<file path="config.mk">
export PLATFORM = sky130hd
export DESIGN_NAME = mc_ctrl_fsm
export DESIGN_NICKNAME = d
export VERILOG_FILES = /design/src/rtl/mc_ctrl_fsm.sv
export SDC_FILE = /design/constraint.sdc
export NUM_CORES = 1
export LEC_CHECK = 0
export ABC_AREA = 1
export CAP_MARGIN = 25
export CORE_ASPECT_RATIO = 1.1
export CORE_MARGIN = 2
export CORE_UTILIZATION = 40
export CTS_CLUSTER_DIAMETER = 60
export DETAILED_ROUTE_END_ITERATION = 10
export DONT_BUFFER_PORTS = 1
export GPL_TIMING_DRIVEN = 0
export RECOVER_POWER = 100
export SETUP_SLACK_MARGIN = 0.4
export SLEW_MARGIN = 20
export SYNTH_ARGS = -nofsm -noshare
export SYNTH_HDL_FRONTEND = slang
export SYNTH_SLANG_ARGS = --single-unit
</file>
<file path="constraint.sdc">
create_clock -name clk -period 1.5 [get_ports clk]
set_clock_uncertainty 0.15 [all_clocks]
set_input_delay 0.45 -clock clk [delete_from_list [all_inputs] [get_ports clk]]
set_output_delay 0.45 -clock clk [all_outputs]
set_load 0.02 [all_outputs]
</file>
<file path="src/rtl/mc_ctrl_fsm.sv">
// -----------------------------------------------------------------------------
// mc_ctrl_fsm
// Main control unit of a multicycle MIPS-subset datapath. Moore FSM whose
// outputs depend on the current state, with a few opcode/funct/zero/mem_ready
// qualifiers. Supports lw, sw, R-type (add/sub/and/or/slt), beq, addi and j.
//
// Parameters
//   ILLEGAL_TRAP : 1 = pulse illegal_op on an unsupported opcode or funct,
//                  0 = illegal_op held 0.
// Ports
//   clk        : single clock, rising edge
//   rst        : synchronous, active-high reset (also forces all outputs to 0)
//   opcode     : instruction bits [31:26] from the instruction register
//   funct      : instruction bits [5:0]
//   zero       : ALU zero flag (beq decision)
//   mem_ready  : memory access completes this cycle
//   iord, mem_write, ir_write, reg_dst, mem_to_reg, reg_write,
//   alu_src_a, pc_en, illegal_op : 1-bit datapath controls
//   alu_src_b  : ALU B operand select (00 reg, 01 +4, 10 imm, 11 imm<<2)
//   pc_src     : PC source select (00 ALU, 01 ALU out reg, 10 jump target)
//   alu_ctrl   : ALU operation (010 add, 110 sub, 000 and, 001 or, 111 slt)
//   state      : debug view of the current state
// -----------------------------------------------------------------------------
module mc_ctrl_fsm #(
  parameter bit ILLEGAL_TRAP = 1'b1
) (
  input  logic       clk,
  input  logic       rst,
  input  logic [5:0] opcode,
  input  logic [5:0] funct,
  input  logic       zero,
  input  logic       mem_ready,
  output logic       iord,
  output logic       mem_write,
  output logic       ir_write,
  output logic       reg_dst,
  output logic       mem_to_reg,
  output logic       reg_write,
  output logic       alu_src_a,
  output logic       pc_en,
  output logic       illegal_op,
  output logic [1:0] alu_src_b,
  output logic [1:0] pc_src,
  output logic [2:0] alu_ctrl,
  output logic [3:0] state
);

  typedef enum logic [3:0] {
    S_FETCH   = 4'd0,
    S_DECODE  = 4'd1,
    S_MEMADR  = 4'd2,
    S_MEMRD   = 4'd3,
    S_MEMWB   = 4'd4,
    S_MEMWR   = 4'd5,
    S_EXECUTE = 4'd6,
    S_ALUWB   = 4'd7,
    S_BEQ     = 4'd8,
    S_ADDIEX  = 4'd9,
    S_ADDIWB  = 4'd10,
    S_JUMP    = 4'd11
  } state_t;

  localparam logic [5:0] OP_RTYPE = 6'b000000;
  localparam logic [5:0] OP_LW    = 6'b100011;
  localparam logic [5:0] OP_SW    = 6'b101011;
  localparam logic [5:0] OP_BEQ   = 6'b000100;
  localparam logic [5:0] OP_ADDI  = 6'b001000;
  localparam logic [5:0] OP_J     = 6'b000010;

  localparam logic [5:0] FN_ADD = 6'b100000;
  localparam logic [5:0] FN_SUB = 6'b100010;
  localparam logic [5:0] FN_AND = 6'b100100;
  localparam logic [5:0] FN_OR  = 6'b100101;
  localparam logic [5:0] FN_SLT = 6'b101010;

  localparam logic [2:0] ALU_ADD = 3'b010;
  localparam logic [2:0] ALU_SUB = 3'b110;
  localparam logic [2:0] ALU_AND = 3'b000;
  localparam logic [2:0] ALU_OR  = 3'b001;
  localparam logic [2:0] ALU_SLT = 3'b111;

  state_t state_q;
  state_t state_d;

  // ---------------------------------------------------------------------------
  // State register
  // ---------------------------------------------------------------------------
  // NOTE: sequential state is updated only with non-blocking assignments so
  // every flop samples pre-edge values regardless of process ordering.
  always_ff @(posedge clk) begin
    if (rst) state_q <= S_FETCH;
    else     state_q <= state_d;
  end

  // ---------------------------------------------------------------------------
  // Next-state logic
  // ---------------------------------------------------------------------------
  // NOTE: state_d gets a default before the case so no path leaves it
  // unassigned, which would otherwise infer a latch.
  always_comb begin
    state_d = S_FETCH;
    unique case (state_q)
      S_FETCH:   state_d = mem_ready ? S_DECODE : S_FETCH;
      S_DECODE: begin
        case (opcode)
          OP_LW, OP_SW: state_d = S_MEMADR;
          OP_RTYPE:     state_d = S_EXECUTE;
          OP_BEQ:       state_d = S_BEQ;
          OP_ADDI:      state_d = S_ADDIEX;
          OP_J:         state_d = S_JUMP;
          default:      state_d = S_FETCH;
        endcase
      end
      S_MEMADR:  state_d = (opcode == OP_LW) ? S_MEMRD : S_MEMWR;
      S_MEMRD:   state_d = mem_ready ? S_MEMWB : S_MEMRD;
      S_MEMWB:   state_d = S_FETCH;
      S_MEMWR:   state_d = mem_ready ? S_FETCH : S_MEMWR;
      S_EXECUTE: begin
        case (funct)
          FN_ADD, FN_SUB, FN_AND, FN_OR, FN_SLT: state_d = S_ALUWB;
          default:                               state_d = S_FETCH;
        endcase
      end
      S_ALUWB:   state_d = S_FETCH;
      S_BEQ:     state_d = S_FETCH;
      S_ADDIEX:  state_d = S_ADDIWB;
      S_ADDIWB:  state_d = S_FETCH;
      S_JUMP:    state_d = S_FETCH;
      default:   state_d = S_FETCH;  // unused encodings 12-15 recover
    endcase
  end

  // ---------------------------------------------------------------------------
  // Output logic. Everything defaults to 0; reset masks all outputs so no
  // write strobe can fire while the machine is being forced back to FETCH.
  // ---------------------------------------------------------------------------
  always_comb begin
    iord       = 1'b0;
    mem_write  = 1'b0;
    ir_write   = 1'b0;
    reg_dst    = 1'b0;
    mem_to_reg = 1'b0;
    reg_write  = 1'b0;
    alu_src_a  = 1'b0;
    pc_en      = 1'b0;
    illegal_op = 1'b0;
    alu_src_b  = 2'b00;
    pc_src     = 2'b00;
    alu_ctrl   = 3'b000;
    state      = 4'd0;

    if (!rst) begin
      state = state_q;
      unique case (state_q)
        S_FETCH: begin
          alu_src_b = 2'b01;
          alu_ctrl  = ALU_ADD;
          ir_write  = mem_ready;
          pc_en     = mem_ready;
        end
        S_DECODE: begin
          alu_src_b = 2'b11;
          alu_ctrl  = ALU_ADD;
          case (opcode)
            OP_LW, OP_SW, OP_RTYPE, OP_BEQ, OP_ADDI, OP_J: illegal_op = 1'b0;
            default: illegal_op = ILLEGAL_TRAP;
          endcase
        end
        S_MEMADR: begin
          alu_src_a = 1'b1;
          alu_src_b = 2'b10;
          alu_ctrl  = ALU_ADD;
        end
        S_MEMRD: iord = 1'b1;
        S_MEMWB: begin
          mem_to_reg = 1'b1;
          reg_write  = 1'b1;
        end
        S_MEMWR: begin
          iord      = 1'b1;
          mem_write = 1'b1;
        end
        S_EXECUTE: begin
          alu_src_a = 1'b1;
          case (funct)
            FN_ADD:  alu_ctrl = ALU_ADD;
            FN_SUB:  alu_ctrl = ALU_SUB;
            FN_AND:  alu_ctrl = ALU_AND;
            FN_OR:   alu_ctrl = ALU_OR;
            FN_SLT:  alu_ctrl = ALU_SLT;
            default: begin
              alu_ctrl   = ALU_ADD;
              illegal_op = ILLEGAL_TRAP;
            end
          endcase
        end
        S_ALUWB: begin
          reg_dst   = 1'b1;
          reg_write = 1'b1;
        end
        S_BEQ: begin
          alu_src_a = 1'b1;
          alu_ctrl  = ALU_SUB;
          pc_src    = 2'b01;
          pc_en     = zero;
        end
        S_ADDIEX: begin
          alu_src_a = 1'b1;
          alu_src_b = 2'b10;
          alu_ctrl  = ALU_ADD;
        end
        S_ADDIWB: reg_write = 1'b1;
        S_JUMP: begin
          pc_src = 2'b10;
          pc_en  = 1'b1;
        end
        default: ;  // unused encodings drive nothing
      endcase
    end
  end

endmodule

</file>
==> flow_metrics.py <==
metrics = {
    "finish": {
        "fin_util": 0.825,
        "synthToLayoutAreaGrowth_pct": 89.3,
        "fillerInstances": 108,
        "drive_gt1_frac": 0.589,
        "regMostFlops": "state_q",
        "largest_register_ffs": 4,
        "n_antenna_cell": 0,
        "finalNetCount": 185,
        "top_regs": "state_q x4",
    },
    "floorplan": {
        "start_util": 0.436,
        "die_width_um": 44.0,
        "coreArea_um2": 1610,
        "rows": 15,
        "die_y_um": 48.0,
        "dieArea_um2": 2110,
        "io_pins": 36,
    },
    "drt": {
        "firstDrtPassIters": 4,
        "routed_via_density": 5.33,
        "first_iter_violations": 14,
        "drc": 0,
        "wl_um": 2620,
        "vias": 986,
        "drt-wirelength-per-cell_um": 14.2,
        "antenna_left": 0,
    },
    "logic_synthesis": {
        "synthCells": 141,
        "netlist.area_leader.share": 0.176,
        "yosysSeqAreaShare": 0.114,
        "yosysWarnings": 0,
        "synth_compound_area_frac": 0.144,
        "synth_top_area_cell": "nor2_1",
        "synth_top_family_by_area": "simple AND/OR/NAND/NOR gates",
        "synth-seq-cells": 4,
        "synth_edf_count": 0,
        "synth_cell_types": 20,
        "synth_area_leaders": "nor2_1 18%, nand2_1 15%, dfxtp_1 11%",
        "synth_area_um2": 703,
        "ys_async_sr_fraction": 0,
        "syn_avg_cell_area_um2": 4.99,
        "synth_simple_gate_area_share": 0.591,
        "synth_nets": 157,
        "synth_common_cells": "33 x nor2_1, 28 x nand2_1, 18 x inv_1",
        "muxShareOfSynthArea": 0,
        "synth-xor-area-share": 0,
        "yosysMostFrequentCell": "nor2_1",
        "ys.flop_type": "dfxtp_1",
        "synth_adder_area_share": 0,
    },
    "worst_setup_path": {
        "criticalPathCategory": "register to output port",
        "worstSetupEndpointType": "output port",
        "startpoint_type": "register",
        "crit_start": "state_q[1]",
        "critPathMaxFanout": 4,
        "required_ns": 0.90,
        "setup.worst_path.end": "alu_src_a",
        "arrival_ns": 1.45,
        "rr_worst_depth": 9,
        "r2r-end": "state_q[2]",
        "r2r-start": "state_q[1]",
        "r2r_setup_slack_ns": -0.04,
    },
    "sta": {
        "tns_ns": -7.13,
        "fin_ws_ns": -0.552,
        "fin_hold_ws_ns": 0.328,
        "max_freq_mhz": 487,
        "rsz0062_at_grt": "yes",
        "tightest_slew_ns": 0.473,
        "final-hold-violation-count": 0,
        "setup_viol": 21,
        "fin_crit_ns": 2.05,
        "maxSlewViolCount": 0,
        "maxSlewHeadroom": 0.683,
        "finalCritPeriodShare": 1.37,
    },
    "global_routing": {
        "grt_pass1_wl_um": 3400,
        "grt_use_total": 0.215,
        "grt_pass1_vias": 855,
        "overflow": 0,
        "antenna_found_initial": 0,
        "grt_max_degree": 11,
    },
    "clocking": {
        "cts_hold_buf": 0,
        "htreeDepth": 1,
        "clkLatencyLatePin_ns": 0.24,
        "clk_transition_reported_paths_ns": 0.04,
        "cts_buffer_depth": 2,
        "cts_buffers": 3,
        "cts-root-buf": "clkbuf_4",
        "cts_tree": "done",
        "clkSinkCount": 4,
    },
    "power_and_ir_drop": {
        "p_per_area_nw_per_um2": 342,
        "finalPower_w": 0.000455,
        "ir_drop_mv": 0.459,
        "leakagePower_nw": 0.567,
    },
    "place": {
        "dp_slack_ns": -0.335,
        "port_buffers": 0,
        "gp_congestion": 0.821,
        "hpwl_um": 1560,
    },
    "flow_run": {
        "drv_cap": 0,
    },
    "run_status": {
        "violations": "negative setup slack",
        "status": "finished with violations",
    },
    "worst_hold_path": {
        "hold_class": "input port to register",
    },
}
## area by class of cell
class	count	area (µm²)	share of cell area
Timing Repair Buffer	23	203	0.152
Multi-Input combinational cell	109	816	0.613
Buffer	2	45.0	0.0338
Tap cell	17	21.3	0.0160
Sequential cell	4	95.1	0.0714
Clock buffer	4	26.3	0.0197
Inverter	26	125	0.0940
## where the power goes
group,total (W),leakage (nW),internal [W],switching [W]
Combinational,0.000195,0.516,0.0000820,0.000113
Sequential,0.000111,0.0355,0.000104,0.00000663
Clock,0.000149,0.0150,0.000100,0.0000489
## cell families after synthesis
group	count (synthesis)
buf+inv	28
flops	4
simple gates	90
compound gates	19
## stage by stage
step,instance area (µm²),cells
3_3_place_gp,966,158
4_1_cts,1180,176
3_5_place_dp,966,158
5_1_grt,1330,185
2_1_floorplan,945,141
6_report,1330,185
## routing by layer
metal | share of wire | global-route usage
met5 | 0 | 0
met4 | 0.0065 | 0.0667
met3 | 0.038 | 0.0113
met2 | 0.55 | 0.412
met1 | 0.40 | 0.261
## worst min path at each step
stage | startpoint | end | slack, ns | cells after the start
final | opcode[3] | state_q[3] | 0.33 | 3
after global routing | opcode[3] | state_q[3] | 0.39 | 3
after CTS | opcode[3] | state_q[3] | 0.33 | 3
after detailed placement | state_q[1] | state_q[3] | 0.49 | 3
after global placement | state_q[1] | state_q[3] | 0.49 | 3
after floorplan | state_q[1] | state_q[3] | 0.43 | 3
## placed cells by master, fill, tap and decap left out, drive strengths merged
cell type and count:
nor2 40, nand2 30, inv 26, buf 24, nand3 15, a21oi 11, clkbuf 5, dfxtp 4
o21ai 4, nor3 3, a31oi 2, and2 1, o211ai 1, nand4 1, o22ai 1
## repair_timing
| item | CTS | global route |
|---|---|---|
| buffers inserted | 14 | 9 |
| gates cloned | 0 | 0 |
| pin swaps | 10 | 19 |
| setup endpoints to repair | 24 | 24 |
| resized for setup | 22 | 19 |
## critical path, stage by stage, from the launching register on
cell	delay, ns
dfxtp_4	0.37
nor2_4	0.19
inv_2	0.11
nor3_2	0.18
inv_2	0.10
a31oi_4	0.26
(Power assumes the default switching activity.)
